### src/rtl/oam_dma_ctrl_pkg.sv
// oam_dma_ctrl_pkg: shared state encodings, CPU control constants and address defaults.
// OAM_DMA_ALIGN_EN selects whether the odd-parity ALIGN state is taken.
package oam_dma_ctrl_pkg;

    typedef enum logic [2:0] {IDLE, HALT, ALIGN, READ, WRITE} state_t;

    localparam logic RW_READ  = 1'b1;
    localparam logic RW_WRITE = 1'b0;

    localparam logic [15:0] DMA_REG_ADDR_DEF = 16'h4014;
    localparam logic [15:0] DEST_ADDR_DEF    = 16'h2004;

`ifdef OAM_DMA_ALIGN_EN
    localparam bit ALIGN_EN = 1'b1;
`else
    localparam bit ALIGN_EN = 1'b0;
`endif

endpackage

### src/rtl/oam_dma_ctrl_if.sv
// oam_dma_ctrl_if: CPU-side and system-bus-side signals of the sprite DMA arbiter.
interface oam_dma_ctrl_if;
    logic [15:0] cpu_addr;
    logic [7:0]  cpu_data_out;
    logic        cpu_rw;
    logic        cpu_halt;
    logic [15:0] bus_addr;
    logic [7:0]  bus_data_out;
    logic [7:0]  bus_data_in;
    logic        bus_rw;

    modport master (
        output cpu_addr, cpu_data_out, cpu_rw, bus_data_in,
        input  cpu_halt, bus_addr, bus_data_out, bus_rw
    );

    modport slave (
        input  cpu_addr, cpu_data_out, cpu_rw, bus_data_in,
        output cpu_halt, bus_addr, bus_data_out, bus_rw
    );
endinterface

### src/rtl/oam_dma_bus_mux.sv
// oam_dma_bus_mux: selects the system bus drive from the CPU or the DMA engine by state.
module oam_dma_bus_mux
    import oam_dma_ctrl_pkg::*;
#(
    parameter logic [15:0] DEST_ADDR = DEST_ADDR_DEF
) (
    input  state_t      state,
    input  logic [15:0] cpu_addr,
    input  logic [7:0]  cpu_data_out,
    input  logic        cpu_rw,
    input  logic [7:0]  page,
    input  logic [7:0]  idx,
    input  logic [7:0]  data,
    output logic [15:0] bus_addr,
    output logic [7:0]  bus_data_out,
    output logic        bus_rw
);

    // DMA owns the bus in READ/WRITE; ALIGN forces a dummy read of the held CPU address
    always_comb begin
        bus_addr     = state == READ ? {page, idx} : state == WRITE ? DEST_ADDR : cpu_addr;
        bus_data_out = state == WRITE ? data : cpu_data_out;
        bus_rw       = state == WRITE ? RW_WRITE : (state == READ || state == ALIGN) ? RW_READ : cpu_rw;
    end

endmodule

### src/rtl/oam_dma_ctrl.sv
// oam_dma_ctrl: sprite DMA controller; halts the CPU and copies a 256-byte page to OAM.
// Build with OAM_DMA_ALIGN_EN defined to add the odd-parity ALIGN cycle.
module oam_dma_ctrl
    import oam_dma_ctrl_pkg::*;
#(
    parameter logic [15:0] DMA_REG_ADDR = DMA_REG_ADDR_DEF,
    parameter logic [15:0] DEST_ADDR    = DEST_ADDR_DEF
) (
    input  logic             clock,
    input  logic             nreset,
    oam_dma_ctrl_if.slave    sys,
    output logic             dma_active
);

    state_t      state, next_state;
    logic [7:0]  page, idx, data;
    logic        parity;
    logic        trigger;

    assign trigger    = state == IDLE && sys.cpu_addr == DMA_REG_ADDR && sys.cpu_rw == RW_WRITE;
    assign dma_active = state != IDLE;

    // next state and CPU halt; a CPU write in HALT is let through before stealing the bus
    always_comb begin
        next_state   = state;
        sys.cpu_halt = !(state == IDLE || (state == HALT && sys.cpu_rw == RW_WRITE));
        unique case (state)
            IDLE:    next_state = trigger ? HALT : IDLE;
            HALT:    next_state = sys.cpu_rw == RW_WRITE ? HALT : (ALIGN_EN && parity) ? ALIGN : READ;
            ALIGN:   next_state = READ;
            READ:    next_state = WRITE;
            WRITE:   next_state = idx == 8'hFF ? IDLE : READ;
            default: next_state = IDLE;
        endcase
    end

    // state, source page, byte index, data latch and free-running parity
    always_ff @(posedge clock or negedge nreset) begin
        if (!nreset) begin
            state  <= IDLE;
            page   <= 8'h00;
            idx    <= 8'h00;
            data   <= 8'h00;
            parity <= 1'b0;
        end else begin
            state  <= next_state;
            parity <= ~parity;
            if (trigger) begin
                page <= sys.cpu_data_out;
                idx  <= 8'h00;
            end
            if (state == READ) data <= sys.bus_data_in;
            if (state == WRITE) idx <= idx + 8'd1;
        end
    end

    oam_dma_bus_mux #(.DEST_ADDR(DEST_ADDR)) u_mux (
        .state        (state),
        .cpu_addr     (sys.cpu_addr),
        .cpu_data_out (sys.cpu_data_out),
        .cpu_rw       (sys.cpu_rw),
        .page         (page),
        .idx          (idx),
        .data         (data),
        .bus_addr     (sys.bus_addr),
        .bus_data_out (sys.bus_data_out),
        .bus_rw       (sys.bus_rw)
    );

endmodule

### src/flat_wrapper.sv
// flat-port wrapper written by rule: the top's interface ports become plain ports
module oam_dma_ctrl_flat import oam_dma_ctrl_pkg::*;
#(
    parameter logic [15:0] DMA_REG_ADDR = DMA_REG_ADDR_DEF,
    parameter logic [15:0] DEST_ADDR    = DEST_ADDR_DEF
)
  (clock, nreset, dma_active, sys_cpu_addr, sys_cpu_data_out, sys_cpu_rw, sys_bus_data_in, sys_cpu_halt, sys_bus_addr, sys_bus_data_out, sys_bus_rw);
  oam_dma_ctrl_if sys_i ();
  input  logic clock;
  input  logic nreset;
  output logic dma_active;
  input wire logic [$bits(sys_i.cpu_addr)-1:0] sys_cpu_addr;
  input wire logic [$bits(sys_i.cpu_data_out)-1:0] sys_cpu_data_out;
  input wire logic [$bits(sys_i.cpu_rw)-1:0] sys_cpu_rw;
  input wire logic [$bits(sys_i.bus_data_in)-1:0] sys_bus_data_in;
  output wire logic [$bits(sys_i.cpu_halt)-1:0] sys_cpu_halt;
  output wire logic [$bits(sys_i.bus_addr)-1:0] sys_bus_addr;
  output wire logic [$bits(sys_i.bus_data_out)-1:0] sys_bus_data_out;
  output wire logic [$bits(sys_i.bus_rw)-1:0] sys_bus_rw;
  assign sys_i.cpu_addr = sys_cpu_addr;
  assign sys_i.cpu_data_out = sys_cpu_data_out;
  assign sys_i.cpu_rw = sys_cpu_rw;
  assign sys_i.bus_data_in = sys_bus_data_in;
  assign sys_cpu_halt = sys_i.cpu_halt;
  assign sys_bus_addr = sys_i.bus_addr;
  assign sys_bus_data_out = sys_i.bus_data_out;
  assign sys_bus_rw = sys_i.bus_rw;
  oam_dma_ctrl #(.DMA_REG_ADDR(DMA_REG_ADDR), .DEST_ADDR(DEST_ADDR)) u_core (.clock(clock), .nreset(nreset), .sys(sys_i), .dma_active(dma_active));
endmodule
### config.mk
export PLATFORM = sky130hd
export DESIGN_NAME = oam_dma_ctrl_flat
export DESIGN_NICKNAME = d
export VERILOG_FILES = /design/src/rtl/oam_dma_ctrl_pkg.sv /design/src/rtl/oam_dma_ctrl_if.sv /design/src/rtl/oam_dma_bus_mux.sv /design/src/rtl/oam_dma_ctrl.sv /design/src/flat_wrapper.sv
export SDC_FILE = /design/constraint.sdc
export NUM_CORES = 1
export LEC_CHECK = 0
export ABC_AREA = 0
export BUFFER_PORTS_ARGS = -buffer_cell sky130_fd_sc_hd__buf_4
export CAP_MARGIN = 20
export CORE_ASPECT_RATIO = 2
export CORE_MARGIN = 1
export CORE_UTILIZATION = 35
export CTS_CLUSTER_DIAMETER = 30
export CTS_CLUSTER_SIZE = 16
export DETAILED_ROUTE_END_ITERATION = 7
export GPL_TIMING_DRIVEN = 0
export SKIP_CTS_REPAIR_TIMING = 1
export SLEW_MARGIN = 30
export SYNTH_ARGS = -nofsm -noshare
export SYNTH_HDL_FRONTEND = slang
export SYNTH_HIERARCHICAL = 1
export SYNTH_SLANG_ARGS = --single-unit
export TNS_END_PERCENT = 1
### constraint.sdc
create_clock -name clock -period 2.77 [get_ports clock]
set_input_delay 0.4155 -clock clock [delete_from_list [all_inputs] [get_ports clock]]
set_output_delay 0.4155 -clock clock [all_outputs]
set_load 0.01 [all_outputs]
# Yosys cells after proc, flatten, opt, wreduce, memory -nomap -nowiden
# Cells that the tools add are included.
[op_classes]
n_addsub = 1
multipliers = 0
n_div = 0
magnitude_cmp = 0
n_eq_ne = 6
n_shift = 0
muxes = 11
bitwise = 1
reduce_logical = 9
[op_table]
columns = ["op", "count"]
rows = [
  ["$mux 16", 2],
  ["$mux 8", 3],
  ["$eq 16x15->1 const B", 1],
  ["$pmux 3 s5", 1],
  ["$add 8x1->8 const B", 1],
  ["$eq 8x8->1 const B", 1],
  ["$eq 3x2->1 const B", 2],
  ["$mux 2", 2],
  ["$eq 3x1->1 const B", 1],
  ["$eq 3x3->1 const B", 1],
  ["$logic_and 1x1->1", 3],
  ["$logic_not 3->1", 1],
  ["$mux 1", 3],
  ["$reduce_bool 3->1", 1],
  ["$logic_or 1x1->1", 2],
  ["$reduce_bool 2->1", 1],
  ["$logic_not 1->1", 1],
  ["$not 1->1", 1],
]
[totals]
reg_bits = 27
latchBits = 0
ram_bits = 0
mem_bits_ro = 0
input_bits = 35
out_inout_bits = 27
wordCells = 32
memories = 0

# Depth between registers and ports, before layout
# Gate-level depths: netlist of the first run.
[depth]
ltp_word = 5
ltp_mapped = 5
depth_no_buf = 5

# By module
# Netlist of the first run, hierarchy kept.
[by_module_without_submodules]
columns = ["module", "n_inst", "cells_each", "area_each_um2", "seq_area_each_um2"]
rows = [
  ["oam_dma_ctrl", 1, 118, 1222.4, 675.6],
  ["oam_dma_bus_mux", 1, 72, 490.5, 0.0],
]

# Worst setup path before layout of the first run
# No wires, ideal clock.
[synth_timing]
path_kind = "register to register"
from = "register u_core.state[1]"
to = "register u_core.page[0]"
setup_ps = 125
t_arrival_ps = 2122
required_time_ps = 2645
path_slack_ps = 523
path_stages_with_launch = 5
n_path_buf = 0
synth_period_minus_slack_ps = 2247
cell_sequence = "dfrtp_1 -> or3_4 -> or4b_4 -> nor3_4 -> mux2_2"
[synth_between]
elab_chain_len = 3
[synth_rtl]
columns = ["item", "line", "source"]
rows = [
  ["start: declaration", "oam_dma_ctrl.sv:15", "state_t state, next_state;"],
  ["start signal: assignment", "oam_dma_ctrl.sv:46", "state <= next_state;"],
  ["$logic_not 3->1", "oam_dma_ctrl.sv:20", "assign trigger = state == IDLE && sys.cpu_addr == DMA_REG_ADDR && sys.cpu_rw == RW_WRITE;"],
  ["$logic_and 1x1->1 (2 in series)", "oam_dma_ctrl.sv:20", ""],
  ["end signal: assignment", "oam_dma_ctrl.sv:49", "page <= sys.cpu_data_out;"],
  ["end: declaration", "oam_dma_ctrl.sv:16", "logic [7:0] page, idx, data;"],
]
# No other way between the ends.
# A chain may end at the register's enable or synchronous reset.

# Worst setup path after layout of the first run
[layout_timing]
from = "register u_core.state[1]"
to = "register u_core.idx[6]"
[layout_between]
elab_chain_len = 4
elab_cells_between_ends = 6
classes_between = "eq/ne (1); mux (1); reduce/logical (4)"
[layout_rtl]
columns = ["item", "line", "source"]
rows = [
  ["$logic_not 3->1", "oam_dma_ctrl.sv:20", ""],
  ["$logic_and 1x1->1 (2 in series)", "oam_dma_ctrl.sv:20", ""],
  ["$reduce_bool 2->1 (no line)", "-", ""],
  ["end signal: assignment", "oam_dma_ctrl.sv:53", "if (state == WRITE) idx <= idx + 8'd1;"],
  ["end: declaration", "oam_dma_ctrl.sv:16", ""],
]
# Parallel ways exist; a longest one is shown, timed or not.

==> out/results.ini, run 1 <==
[floorplanning]
io_pins=62
fp.dieW_um=51.5
num_rows=35
die_h_um=101
initial_utilization=0.369
die-area_mm2=0.00519
coreArea_mm2=0.00464

[critical_path]
end_kind=flip-flop
startpoint_type=flip-flop
cp_max_fo=10
worst_ep_required_time_ns=2.88
cpPeakStageDelay_ns=0.63
crit_arrival_ns=2.68
worstPathCellList=or3_4, or4b_4, nor3_1, o311ai_0
crit_type=flip-flop to flip-flop
slowest_stage=nor3_1
critPathBufInv=0
crit_family=simple AND/OR/NAND/NOR gates
regToRegSetupSlack_ns=0.21

[synth]
syn_nets=226
ys_seq_area_frac=0.394
syn_avg_cell_area_um2=9.02
yosys.cell_types.count=40
synth-seq-cells=27
synth-main-ff-cell=dfrtp_1
synth_edf_count=0
synthCells=190
syn-cell-area_mm2=0.00171
synthArstFlopShare=1.00
yosys_warnings=6

[global_route]
grt_max_degree=28
antenna_found_initial=0
grt_remaining_overflow=0
grt_pass1_vias=1668
grt_usage=0.195
grt_pass1_wl_um=7750

[route]
drc=0
via_per_inst=5.25
wirelength_um=4700
initialDrtViolationCount=33
num_vias=1627
ant_nets=0
dr.pass1.iters=4
drt-wirelength-per-cell_um=15.2

[clock_network]
cts_max_level=1
numCtsBuffers=3
worstSkewPairLatency_ns=0.27
cts_root_buffer=clkbuf_8
clock_sinks=27
cts.path.max_buffers=2
clkSlewWorstSetupHoldPaths_ns=0.09
cts_tree=done

[placed_design]
pre_cts_ws_ns=0.216
portBuffers=61
dp.cells=306
dp_hpwl_um=3730
placed_area_mm2=0.00224
routabilityCongestion=0.791

[power]
p_switching_uw=769
p_int_mw=1.11
seqPwrFrac=0.318
total_power_mw=1.88
power_density_mw_per_mm2=824
combPwrFrac=0.562
swShare=0.408
power.leakage_nw=1.11
peakVddDrop_v=0.000426
clockPowerShare=0.119

[sta]
grt_setup_unrepaired=no
finalSetupViolCount=0
fin_crit_ns=2.56
setup_slack_ns=0.209
post-route-period-util=0.925
skew_ns=0.00231
hold_viol=0
tns_ns=0
maxSlewViolCount=0
max-slew-margin-rel=0.434
fmax_mhz=390
worstMarginPinSlew_ns=0.847

[min_path]
hold_path_class=input pin to async pin

[status]
status=finished clean

[finish]
drive_gt1_frac=0.369
final_cells=310
design_area_mm2=0.00228
layout_commonest_cell=buf_4
final_nets=292
final_cell_mix=buf_4, nand2_1, dfrtp_1
antennaDiodeCount=0
area_growth_pct=33.4

[run]
max_cap_violations=0

==> flip-flops by register name (all words and copies together), names as in the netlist <==
| signal | cells |
|---|---|
| u_core/page | 8 |
| u_core/state | 3 |
| u_core/idx | 8 |
| u_core/data | 8 |
==> power by group through the flow <==
stage / Clock [mW] / Combinational, mW / Sequential [mW]
6_report: 0.225 / 1.06 / 0.599
5_1_grt: 0.243 / 1.16 / 0.619
4_1_cts: 0.234 / 1.07 / 0.600
3_5_place_dp: 0 / 1.07 / 0.608
3_3_place_gp: 0 / 1.06 / 0.607
2_1_floorplan: 0 / 0.649 / 0.577
==> logic make-up (layout without fill, tap and decap cells) <==
group,count (synthesis),after routing,share of synthesized area
adders and majority gates,1,1,0.00730
DFF,27,27,0.394
xor gates and xnor gates,1,1,0.00511
AOI/OAI and AO/OA,46,46,0.164
muxes,16,16,0.123
buffers and inverters,14,79,0.0489
and+or+nand+nor,85,85,0.257
==> cell usage after synthesis (3+ instances only) <==
cell      count  share of area
nor2_1       20          0.044
nor2b_1       3          0.011
a21oi_1      18          0.053
o21ai_0       5          0.015
mux2_4        8          0.070
nand2_1      36          0.079
o311ai_0      3          0.015
inv_1         5          0.011
mux2_2        8          0.053
buf_4         4          0.018
dfrtp_1      27           0.39
nand3_1       4          0.012
o22ai_1      14          0.051
==> stage by stage <==
stage | utilization | hold slack [ns]
final | 0.492 | 0.0458
after global routing | 0.492 | 0.0699
after CTS | 0.492 | 0.0595
after detailed placement | 0.482 | 0.359
after global placement | 0.482 | 0.355
after floorplan | - | 0.120
==> path summary, 6_finish.rpt <==
check / from / endpoint / cells past startpoint
min in group clock: sys_bus_data_in[5] / u_core/data[5] / 3
setup / recovery: u_core/state[1] / u_core/idx[6] / 4
max in group asynchronous: nreset / u_core/page[6] / 1
hold / removal: nreset / u_core/data[5] / 1
hold reg to reg: u_core/data[0] / u_core/data[0] / 2
setup reg to reg: u_core/state[1] / u_core/idx[6] / 4
==> routing by layer <==
metal	global-route usage	part of all wire
met4	0.0520	0.0064
met1	0.216	0.38
met3	0.0317	0.043
met5	0	0
met2	0.367	0.58
==> area by class of cell <==
| type | instances | area (µm²) |
|---|---|---|
| clock buffer | 4 | 45.0 |
| sequential | 27 | 676 |
| inverter | 6 | 22.5 |
| buffer | 8 | 61.3 |
| tap | 55 | 68.8 |
| fill | 496 | 2360 |
| multi-input combinational | 149 | 953 |
| timing repair buffer | 61 | 458 |
Note: power is estimated with default switching activity, not from simulation.
==> inputs of run 2 (changes only) <==
Settings changed: BUFFER_PORTS_ARGS -buffer_cell sky130_fd_sc_hd__buf_4 to unset, DONT_BUFFER_PORTS set to 1, GPL_TIMING_DRIVEN 0 to unset.
==> run 2 against run 1 <==
Against the previous run:
- clock skew grew 0.0023 ns
- clock power about the same
- global-route usage shrank 1.2 points
- sequential cell count unchanged
- cell area decreased by 20%
- largest power group unchanged
==> out/results.ini, run 2 (synthesized netlist as in run 1, its figures left out) <==
[critical_path]
rr_startpoint=u_core/state[0]
end_kind=flip-flop
cpPeakStageDelay_ns=0.55
worstPathCellList=or3_4, or4b_4, nor3_4, mux2_2
r2r-end=u_core/page[0]
critPathBufInv=0
worst_ep_required_time_ns=2.94
slowest_stage=or4b_4
crit_family=simple AND/OR/NAND/NOR gates
startpoint_type=flip-flop
cp_max_fo=10
rr_worst_depth=4
crit_arrival_ns=2.54
regToRegSetupSlack_ns=0.40
crit_type=flip-flop to flip-flop

[power]
power.leakage_nw=0.818
power_density_mw_per_mm2=865
peakVddDrop_v=0.000549

[clock_network]
numCtsBuffers=3
clkSlewWorstSetupHoldPaths_ns=0.09
cts_max_level=1
clock_sinks=27
worstSkewPairLatency_ns=0.27
cts_tree=done
cts.path.max_buffers=2
cts_root_buffer=clkbuf_8

[min_path]
min_to=u_core/data[7]
hold_path_class=input pin to flip-flop
min_from=sys_bus_data_in[7]
hold_path_depth=2

[global_route]
grt_usage=0.183
grt_pass1_wl_um=6970
antenna_found_initial=0
grt_remaining_overflow=0
grt_pass1_vias=1491
grt_max_degree=28

[placed_design]
pre_cts_ws_ns=0.398
dp_hpwl_um=3510
dp.cells=242
routabilityCongestion=0.771
placed_area_mm2=0.00176
portBuffers=0

[floorplanning]
fp.dieW_um=51.5
die-area_mm2=0.00519
io_pins=62
die_h_um=101
initial_utilization=0.369
coreArea_mm2=0.00464
num_rows=35

[sta]
fmax_mhz=422
tns_ns=0
skew_ns=0.00465
post-route-period-util=0.856
maxSlewViolCount=0
fin_crit_ns=2.37
setup_slack_ns=0.400
grt_setup_unrepaired=no
finalSetupViolCount=0
worstMarginPinSlew_ns=0.568
max-slew-margin-rel=0.621
hold_viol=0

[finish]
final_cells=248
final_nets=230
fin_util=0.395
layout_commonest_cell=nand2_1
design_area_mm2=0.00183
area_growth_pct=7.01
nFillCells=505
drive_gt1_frac=0.166
antennaDiodeCount=0
largest_registers=u_core/data (8), u_core/idx (8), u_core/page (8)
final_cell_mix=nand2_1, dfrtp_1, nor2_1

[route]
num_vias=1434
initialDrtViolationCount=36
wirelength_um=4430
ant_nets=0
dr.pass1.iters=5
drc=0
drt-wirelength-per-cell_um=17.8
via_per_inst=5.78

[status]
status=finished clean

[run]
max_cap_violations=0

-- run 2: cell count changes in the layout (fill, tap and decap cells not counted) --
cell	delta
clkbuf_1	-1
buf_6	-2
buf_4	-60
dlygate4sd3_1	+1
buf_12	+1
buf_2	-1
-- run 2: layout make-up --
type,instances,area [µm²],share of cell area
inverters,6,22.5,0.0123
multi-input cells,149,953,0.520
flip-flops and latches,27,676,0.369
clock buffers,4,45.0,0.0246
well taps,55,68.8,0.0375
repair buffers,7,67.6,0.0369
-- run 2: worst max-delay path by stage --
stage          cells past startpoint            start  slack, ns              to
2_1_floorplan                      4  u_core/state[1]       0.52  u_core/page[0]
3_3_place_gp                       4  u_core/state[0]       0.43  u_core/page[3]
3_5_place_dp                       4  u_core/state[0]       0.40  u_core/page[0]
4_1_cts                            4  u_core/state[0]       0.38  u_core/page[0]
5_1_grt                            4  u_core/state[0]       0.31  u_core/page[0]
6_report                           4  u_core/state[0]       0.40  u_core/page[0]
-- run 2: metal layers --
metal / vias up / share of wire / global-route usage
met5: - / 0 / 0
met4: 0 / 0.039 / 0.119
met3: 12 / 0.062 / 0.0407
met2: 53 / 0.56 / 0.332
met1: 681 / 0.34 / 0.175
li1: 688 / - / -
-- run 2: power breakdown --
| part | internal (mW) | switching (mW) |
|---|---|---|
| clock network | 0.103 | 0.121 |
| registers | 0.490 | 0.0921 |
| logic | 0.277 | 0.503 |
| total | 0.870 | 0.717 |
-- run 2: per-stage QoR --
step                      hold slack, ns  power, mW
after floorplan                    0.120       1.23
after detailed placement           0.120       1.36
final                              0.244       1.59
after global routing               0.245       1.70
after CTS                         -0.181       1.58
after global placement             0.120       1.35
==> inputs of run 3 (changes only) <==
Settings changed: RECOVER_POWER set to 100.
==> run 3 against run 2 <==
Against the previous run:
- global-route usage unchanged
- worst hold slack worse by 0.0025 ns
- utilization down 1.3 points
- critical endpoint unchanged
- wire length is 0.54% lower
- cell count stayed put
- largest power group unchanged
- sequential cell count did not move
- clock-buffer cell count unchanged
- combinational power is 5.5% lower
- highest routed layer unchanged
- clock skew rose by 0.00087 ns
- largest cell class unchanged
==> out/results.ini, run 3 (synthesized netlist as in run 1, its figures left out) <==
[finish]
final_nets=230
final_cell_mix=nand2_1, dfrtp_1, nor2_1
antennaDiodeCount=0
drive_gt1_frac=0.104
final_cells=248
area_growth_pct=3.43
largest_registers=u_core/data (8), u_core/idx (8), u_core/page (8)
layout_commonest_cell=nand2_1
design_area_mm2=0.00177
fin_util=0.382

[power]
total_power_mw=1.54
combPwrFrac=0.479
power.leakage_nw=0.778
p_switching_uw=705
swShare=0.459
peakVddDrop_v=0.000521
seqPwrFrac=0.375
p_int_uw=833
clockPowerShare=0.146
power_density_mw_per_mm2=868

[global_route]
antenna_found_initial=0
grt_max_degree=28
grt_pass1_wl_um=6970
grt_usage=0.183
grt_remaining_overflow=0
grt_pass1_vias=1491

[placed_design]
routabilityCongestion=0.771
dp.cells=242
dp_hpwl_um=3510
pre_cts_ws_ns=0.398
placed_area_mm2=0.00176
portBuffers=0

[sta]
tns_ns=0
fmax_mhz=404
worstMarginPinSlew_ns=1.43
skew_ns=0.00552
finalSetupViolCount=0
max-slew-margin-rel=0.0486
fin_crit_ns=2.47
maxSlewViolCount=0
setup_slack_ns=0.297
finalHoldWorstSlack_ns=0.241
hold_viol=0
grt_setup_unrepaired=no
post-route-period-util=0.893

[run]
max_cap_violations=0

[clock_network]
cts_max_level=1
cts_root_buffer=clkbuf_8
cts.path.max_buffers=2
cts_tree=done
clkSlewWorstSetupHoldPaths_ns=0.09
numCtsBuffers=3
worstSkewPairLatency_ns=0.27
clock_sinks=27

[critical_path]
cpPeakStageDelay_ns=0.61
worst_ep_required_time_ns=2.93
crit_type=flip-flop to flip-flop
rr_worst_depth=4
crit_cells=4
critPathBufInv=0
slowest_stage=or4b_1
startpoint_type=flip-flop
cp_max_fo=10
worstPathCellList=or3_1, or4b_1, nor3_4, mux2_2
end_kind=flip-flop
crit_arrival_ns=2.64
crit_family=simple AND/OR/NAND/NOR gates

[route]
ant_nets=0
dr.pass1.iters=6
num_vias=1425
drc=0
initialDrtViolationCount=26
wirelength_um=4400
via_per_inst=5.75
drt-wirelength-per-cell_um=17.7

[min_path]
hold_path_depth=2
hold_path_class=input pin to flip-flop

[floorplanning]
fp.dieW_um=51.5
coreArea_mm2=0.00464
initial_utilization=0.369
die_h_um=101
num_rows=35
io_pins=62
die-area_mm2=0.00519

[status]
status=finished clean

-- run 3: cell types whose count changed in the layout (fill, tap and decap cells not counted), moves of 2 or more --
cell	change
mux2_4	-7
mux2_1	+7
buf_4	-2
clkbuf_1	+2
-- run 3: power groups by stage --
stage	Sequential [mW]	Clock, mW	Combinational, mW
floorplan	0.577	0	0.649
global placement	0.582	0	0.764
detailed placement	0.589	0	0.771
CTS	0.582	0.230	0.773
global route	0.591	0.241	0.819
finish	0.577	0.224	0.737
-- run 3: path summary, 6_finish.rpt --
kind,endpoint,slack (ns),start
max,u_core/page[0],0.30,u_core/state[0]
min,u_core/data[4],0.24,sys_bus_data_in[4]
max reg2reg,u_core/page[0],0.30,u_core/state[0]
min reg2reg,u_core/data[7],0.48,u_core/data[7]
max in group asynchronous,u_core/data[1],0.93,nreset
min in group asynchronous,u_core/data[5],1.00,nreset
-- run 3: final cells by class --
| class | instances | area, µm² |
|---|---|---|
| inverters | 6 | 22.5 |
| flip-flops and latches | 27 | 676 |
| repair buffers | 7 | 45.0 |
| multi-input cells | 149 | 915 |
| clock buffers | 4 | 45.0 |
| fillers | 516 | 2870 |
| well taps | 55 | 68.8 |
-- run 3: worst register-to-register path: stages (launching register included) --
cell	delay, ns
dfrtp_1	0.47
or3_1	0.50
or4b_1	0.61
nor3_4	0.39
mux2_2	0.39
-- run 3: metal layers --
layer  routed length (µm)  GRT usage
met3                  256     0.0407
met1                 1500      0.175
met5                    0          0
met2                 2460      0.332
met4                  178      0.119
